**src/rtl/hr_bridge_fifo_if.sv**
```systemverilog
// Bridge-port bundle between the hierarchical-ring bridge (master) and its
// per-port transfer buffer (slave). Signal names follow the buffer's view.
interface hr_bridge_fifo_if #(
  parameter int WIDTH = 144,
  parameter int AW    = 2
);
  logic             enQ_i;
  logic [WIDTH-1:0] data_i;
  logic             deQ_i;
  logic [WIDTH-1:0] data_o;
  logic             bfull_o;
  logic             empty_o;
  logic [AW:0]      cnt_o;
  logic             ovf_o;
  logic             udf_o;

  modport master (
    output enQ_i, data_i, deQ_i,
    input  data_o, bfull_o, empty_o, cnt_o, ovf_o, udf_o
  );

  modport slave (
    input  enQ_i, data_i, deQ_i,
    output data_o, bfull_o, empty_o, cnt_o, ovf_o, udf_o
  );
endinterface

```
**src/rtl/hr_bridge_fifo.sv**
```systemverilog
// Per-port circular flit buffer for the hierarchical-ring bridge: zero flit
// when empty, occupancy count, and sticky overflow/underflow flags.
module hr_bridge_fifo #(
  parameter int WIDTH = 144,
  parameter int DEPTH = 4,
  parameter int AW    = 2
) (
  input  logic             clk,
  input  logic             rst,
  hr_bridge_fifo_if.slave  bus
);

  localparam logic [AW:0] FULL_CNT = (AW+1)'(DEPTH);

  logic [DEPTH-1:0][WIDTH-1:0] mem_q;
  logic [AW-1:0]               wp_q, wp_d;
  logic [AW-1:0]               rp_q, rp_d;
  logic [AW:0]                 cnt_q, cnt_d;
  logic                        ovf_q, ovf_d;
  logic                        udf_q, udf_d;

  logic full, empty, push_ok, pop_ok;

  assign full    = (cnt_q == FULL_CNT);
  assign empty   = (cnt_q == '0);
  // A full buffer still takes a push when the head leaves on the same edge.
  assign push_ok = bus.enQ_i && (!full || bus.deQ_i);
  assign pop_ok  = bus.deQ_i && !empty;

  always_comb begin
    wp_d  = wp_q;
    rp_d  = rp_q;
    cnt_d = cnt_q;
    ovf_d = ovf_q;
    udf_d = udf_q;
    if (push_ok) wp_d = wp_q + AW'(1);
    if (pop_ok)  rp_d = rp_q + AW'(1);
    unique case ({push_ok, pop_ok})
      2'b10:   cnt_d = cnt_q + (AW+1)'(1);
      2'b01:   cnt_d = cnt_q - (AW+1)'(1);
      default: cnt_d = cnt_q;
    endcase
    if (bus.enQ_i && full && !bus.deQ_i) ovf_d = 1'b1;
    if (bus.deQ_i && empty)              udf_d = 1'b1;
  end

  always_ff @(posedge clk) begin
    if (rst) begin
      wp_q  <= '0;
      rp_q  <= '0;
      cnt_q <= '0;
      ovf_q <= 1'b0;
      udf_q <= 1'b0;
    end else begin
      wp_q  <= wp_d;
      rp_q  <= rp_d;
      cnt_q <= cnt_d;
      ovf_q <= ovf_d;
      udf_q <= udf_d;
    end
  end

  // Storage needs no reset; stale entries are masked by the occupancy count.
  always_ff @(posedge clk) begin
    if (!rst && push_ok) mem_q[wp_q] <= bus.data_i;
  end

  assign bus.data_o  = empty ? '0 : mem_q[rp_q];
  assign bus.bfull_o = full;
  assign bus.empty_o = empty;
  assign bus.cnt_o   = cnt_q;
  assign bus.ovf_o   = ovf_q;
  assign bus.udf_o   = udf_q;

endmodule

```
**src/flat_wrapper.sv**
```systemverilog
// flat-port wrapper written by rule: the top's interface ports become plain ports
module hr_bridge_fifo_flat 
#(
  parameter int WIDTH = 144,
  parameter int DEPTH = 4,
  parameter int AW    = 2
)
  (clk, rst, bus_enQ_i, bus_data_i, bus_deQ_i, bus_data_o, bus_bfull_o, bus_empty_o, bus_cnt_o, bus_ovf_o, bus_udf_o);
  hr_bridge_fifo_if #(.WIDTH(WIDTH), .AW(AW)) bus_i ();
  input  logic clk;
  input  logic rst;
  input wire logic [$bits(bus_i.enQ_i)-1:0] bus_enQ_i;
  input wire logic [$bits(bus_i.data_i)-1:0] bus_data_i;
  input wire logic [$bits(bus_i.deQ_i)-1:0] bus_deQ_i;
  output wire logic [$bits(bus_i.data_o)-1:0] bus_data_o;
  output wire logic [$bits(bus_i.bfull_o)-1:0] bus_bfull_o;
  output wire logic [$bits(bus_i.empty_o)-1:0] bus_empty_o;
  output wire logic [$bits(bus_i.cnt_o)-1:0] bus_cnt_o;
  output wire logic [$bits(bus_i.ovf_o)-1:0] bus_ovf_o;
  output wire logic [$bits(bus_i.udf_o)-1:0] bus_udf_o;
  assign bus_i.enQ_i = bus_enQ_i;
  assign bus_i.data_i = bus_data_i;
  assign bus_i.deQ_i = bus_deQ_i;
  assign bus_data_o = bus_i.data_o;
  assign bus_bfull_o = bus_i.bfull_o;
  assign bus_empty_o = bus_i.empty_o;
  assign bus_cnt_o = bus_i.cnt_o;
  assign bus_ovf_o = bus_i.ovf_o;
  assign bus_udf_o = bus_i.udf_o;
  hr_bridge_fifo #(.WIDTH(WIDTH), .DEPTH(DEPTH), .AW(AW)) u_core (.clk(clk), .rst(rst), .bus(bus_i));
endmodule
```
**config.mk**
```make
export PLATFORM = sky130hd
export DESIGN_NAME = hr_bridge_fifo_flat
export DESIGN_NICKNAME = d
export VERILOG_FILES = /design/src/rtl/hr_bridge_fifo_if.sv /design/src/rtl/hr_bridge_fifo.sv /design/src/flat_wrapper.sv
export SDC_FILE = /design/constraint.sdc
export NUM_CORES = 1
export LEC_CHECK = 0
export CORE_MARGIN = 1
export CORE_UTILIZATION = 50
export CTS_BUF_LIST = sky130_fd_sc_hd__clkbuf_8 sky130_fd_sc_hd__clkbuf_16
export DETAILED_ROUTE_END_ITERATION = 6
export PLACE_DENSITY = 0.74
export SETUP_SLACK_MARGIN = 0.2
export SYNTH_ARGS = -nofsm -noshare
export SYNTH_HDL_FRONTEND = slang
export SYNTH_SLANG_ARGS = --single-unit
export TNS_END_PERCENT = 20
```
**constraint.sdc**
```tcl
create_clock -name clk -period 17.76 [get_ports clk]
set_clock_uncertainty 0.15 [all_clocks]
set_input_delay 1.776 -clock clk [delete_from_list [all_inputs] [get_ports clk]]
set_output_delay 1.776 -clock clk [all_outputs]
set_load 0.02 [all_outputs]
```
==> results.yml <==
status:
  status: "completed"
clock_tree:
  cts_tree: "yes"
  cts_root_buf: "clkbuf_16"
  cts_sinks: 585
  post-cts-setup-buffer-count: 0
  cts-resized-gates: 0
  clock_latency_ps: 600
  path_clk_slew_ps: 60
  cts-hold-fix-buffers: 0
  h-tree-depth: 2
  ctsLongestPathBuffers: 3
  cts_made_buffers: 58
timing:
  fmax_ghz: 0.163
  rsz0062_at_grt: "false"
  tightest_slew_ps: 1050
  hold_slack_ps: 324
  maxSlewViolCount: 0
  fin_crit_ps: 6130
  setup_viol: 0
  tns_ps: 0
  period_share_pct: 34.5
  max_slew_margin_pct: 29.8
  finalHoldViolations: 0
worst_setup_path:
  r2r.worst_path.cells: 6
  start_kind: "flop"
  crit_required_ps: 15830
  critical_path_class: "reg -> out"
  critPathMaxFanout: 68
  cp.arrival_ps: 4200
  end_kind: "output pin"
grt:
  grt_pass1_wl_um: 65900
  grt.overflow.total: 0
  grt_pass1_vias: 11100
  grt_antenna_before_repair: 5
  grt_max_degree: 122
  gr-usage-met2_pct: 31.6
  globalRouteTotalUtil_pct: 19.7
  grt_most_used_layer: "met2"
  use_met3_pct: 6.25
  grtUsageMet1_pct: 25.7
synth:
  synthMuxAreaShare_pct: 14.7
  synthAdderAreaFrac_pct: 0.372
  syn_nets: 1123
  yosysTopAreaCellShare_pct: 77.8
  synth-seq-cells: 585
  yosys_most_used_dff: "edfxtp_1"
  synthArstFlopShare_pct: 0
  synth_edf_count: 576
  avgSynthCellArea_um2: 22.9
  synth_area_mm2: 0.0222
  synth-compound-area-share_pct: 0.242
  synthSimpleGateAreaFrac_pct: 4.56
  synth_cells: 969
  synth_common_cells: "576 x edfxtp_1, 144 x mux4_2, 144 x nor2b_1"
  synth_top_family_by_area: "multiplexers"
  synth_largest_area_cell: "edfxtp_1"
  ys_warn_count: 0
  yosysUniqueCellTypes: 25
  synth-seq-area-share_pct: 78.6
  synth_xor_area_share_pct: 0.0788
  yosysMostFrequentCell: "edfxtp_1"
  synth_area_leaders: "edfxtp_1 78%, mux4_2 15%, nor2b_1 4.1%"
place:
  port_buffers: 298
  place_hpwl_um: 25200
  gp_congestion: 0.779
routing:
  drcViolationCount: 0
  ant_nets: 0
  dr_total_vias: 10400
  totalWireLength_um: 44100
  wl_per_cell_um: 22.9
  first_pass_iters: 5
  vias_per_cell: 5.40
  drt-initial-drc-count: 726
floorplanning:
  start_util_pct: 51.1
  die_h_um: 213
  rows: 76
  io_pins: 299
  die_area_mm2: 0.0453
  die_w_um: 213
  core_mm2: 0.0435
layout:
  nets: 1449
  drive_above_1_share_pct: 18.0
  final_util_pct: 63.6
  syn_to_final_growth_pct: 24.4
  fill_cells: 2964
power_and_ir_drop:
  total_power_mw: 4.06
  irDropWorstVdd_mv: 0.0942
  p_leak_nw: 8.64
  power.density_mw_per_mm2: 147
run:
  maxCapViolCount: 0
worst_hold_path:
  hold_class: "reg -> reg"
  whs_path_depth: 2
[kinds of logic (layout without fill, tap and decap cells)]
logic type / count (synthesis) / in the layout
other cells: 0 / 2
buf+inv: 56 / 427
mux: 146 / 146
flops: 585 / 585
xor+xnor: 2 / 2
fa+ha+maj: 6 / 6
compound gates: 10 / 10
simple gates: 164 / 164
[worst paths after layout]
check                                                       from                            end  slack (ps)
worst max register to register  u_core.bus.cnt_o[0]$_SDFFE_PP0P_    u_core.mem_q[155]$_DFFE_PP_       14070
worst min register to register     u_core.bus.udf_o$_SDFFE_PP0P_  u_core.bus.udf_o$_SDFFE_PP0P_         320
worst min-delay path               u_core.bus.udf_o$_SDFFE_PP0P_  u_core.bus.udf_o$_SDFFE_PP0P_         320
worst max-delay path                 u_core.rp_q[1]$_SDFFE_PP0N_                  bus_data_o[5]       11630
[cell type report]
class	instances	area (µm²)	share of cell area [%]
flip-flops and latches	585	17500	63.3
multi-input cells	328	4460	16.1
repair buffers	315	3140	11.3
clock buffers	59	1480	5.34
well taps	585	732	2.65
clock inverters	46	324	1.17
inverters	7	26.3	0.0951
diodes	2	5.00	0.0181
[cell usage in the layout, fill, tap and decap left out, types with 2 or more instances in the layout]
cell             count
a21oi_1              5
buf_12               2
buf_4               15
bufinv_16            5
clkbuf_16           59
clkdlybuf4s50_1    298
clkinv_1            13
clkinv_2             5
dfxtp_1              7
dfxtp_4              2
diode_2              2
edfxtp_1           576
ha_1                 5
inv_1               27
mux4_2             144
nand2b_1             2
nor2_1               8
nor2b_1            144
nor3b_2              4
o21ai_0              3
or3_1                3
xor2_1               2
[metal layers]
metal / vias up / share of wire (%)
met5: - / 0.11
met4: 8 / 2.2
met3: 72 / 8.0
met2: 306 / 50
met1: 5408 / 40
li1: 4621 / -
[registers in the layout (all words and copies together), names as in the netlist]
| name | cells |
|---|---|
| u_core.wp_q | 2 |
| u_core.bus.ovf_o | 1 |
| u_core.mem_q | 576 |
| u_core.bus.udf_o | 1 |
| u_core.bus.cnt_o | 3 |
| u_core.rp_q | 2 |
[power by group]
| group | leakage (nW) | internal [mW] | switching (mW) | total [mW] |
|---|---|---|---|---|
| logic | 2.38 | 0.605 | 0.682 | 1.29 |
| clock network | 0.953 | 0.668 | 0.486 | 1.15 |
| registers | 5.31 | 1.58 | 0.0417 | 1.62 |
| total | 8.64 | 2.85 | 1.21 | 4.06 |
[worst max-delay path, cell delays in order, from the launching register on]
cell             delay (ps)
dfxtp_4                1040
buf_4                   650
buf_4                   650
mux4_2                  410
nor2b_1                 140
clkdlybuf4s50_1         620
[through the flow]
| stage | area [µm²] | worst slack [ps] | std cells |
|---|---|---|---|
| after floorplan | 22200 | 4090 | 969 |
| after global placement | 25800 | 12180 | 1820 |
| after detailed placement | 25800 | 12210 | 1820 |
| after CTS | 27600 | 11550 | 1925 |
| after global routing | 27600 | 11430 | 1926 |
| final | 27600 | 11630 | 1927 |
(Power assumes the default switching activity.)
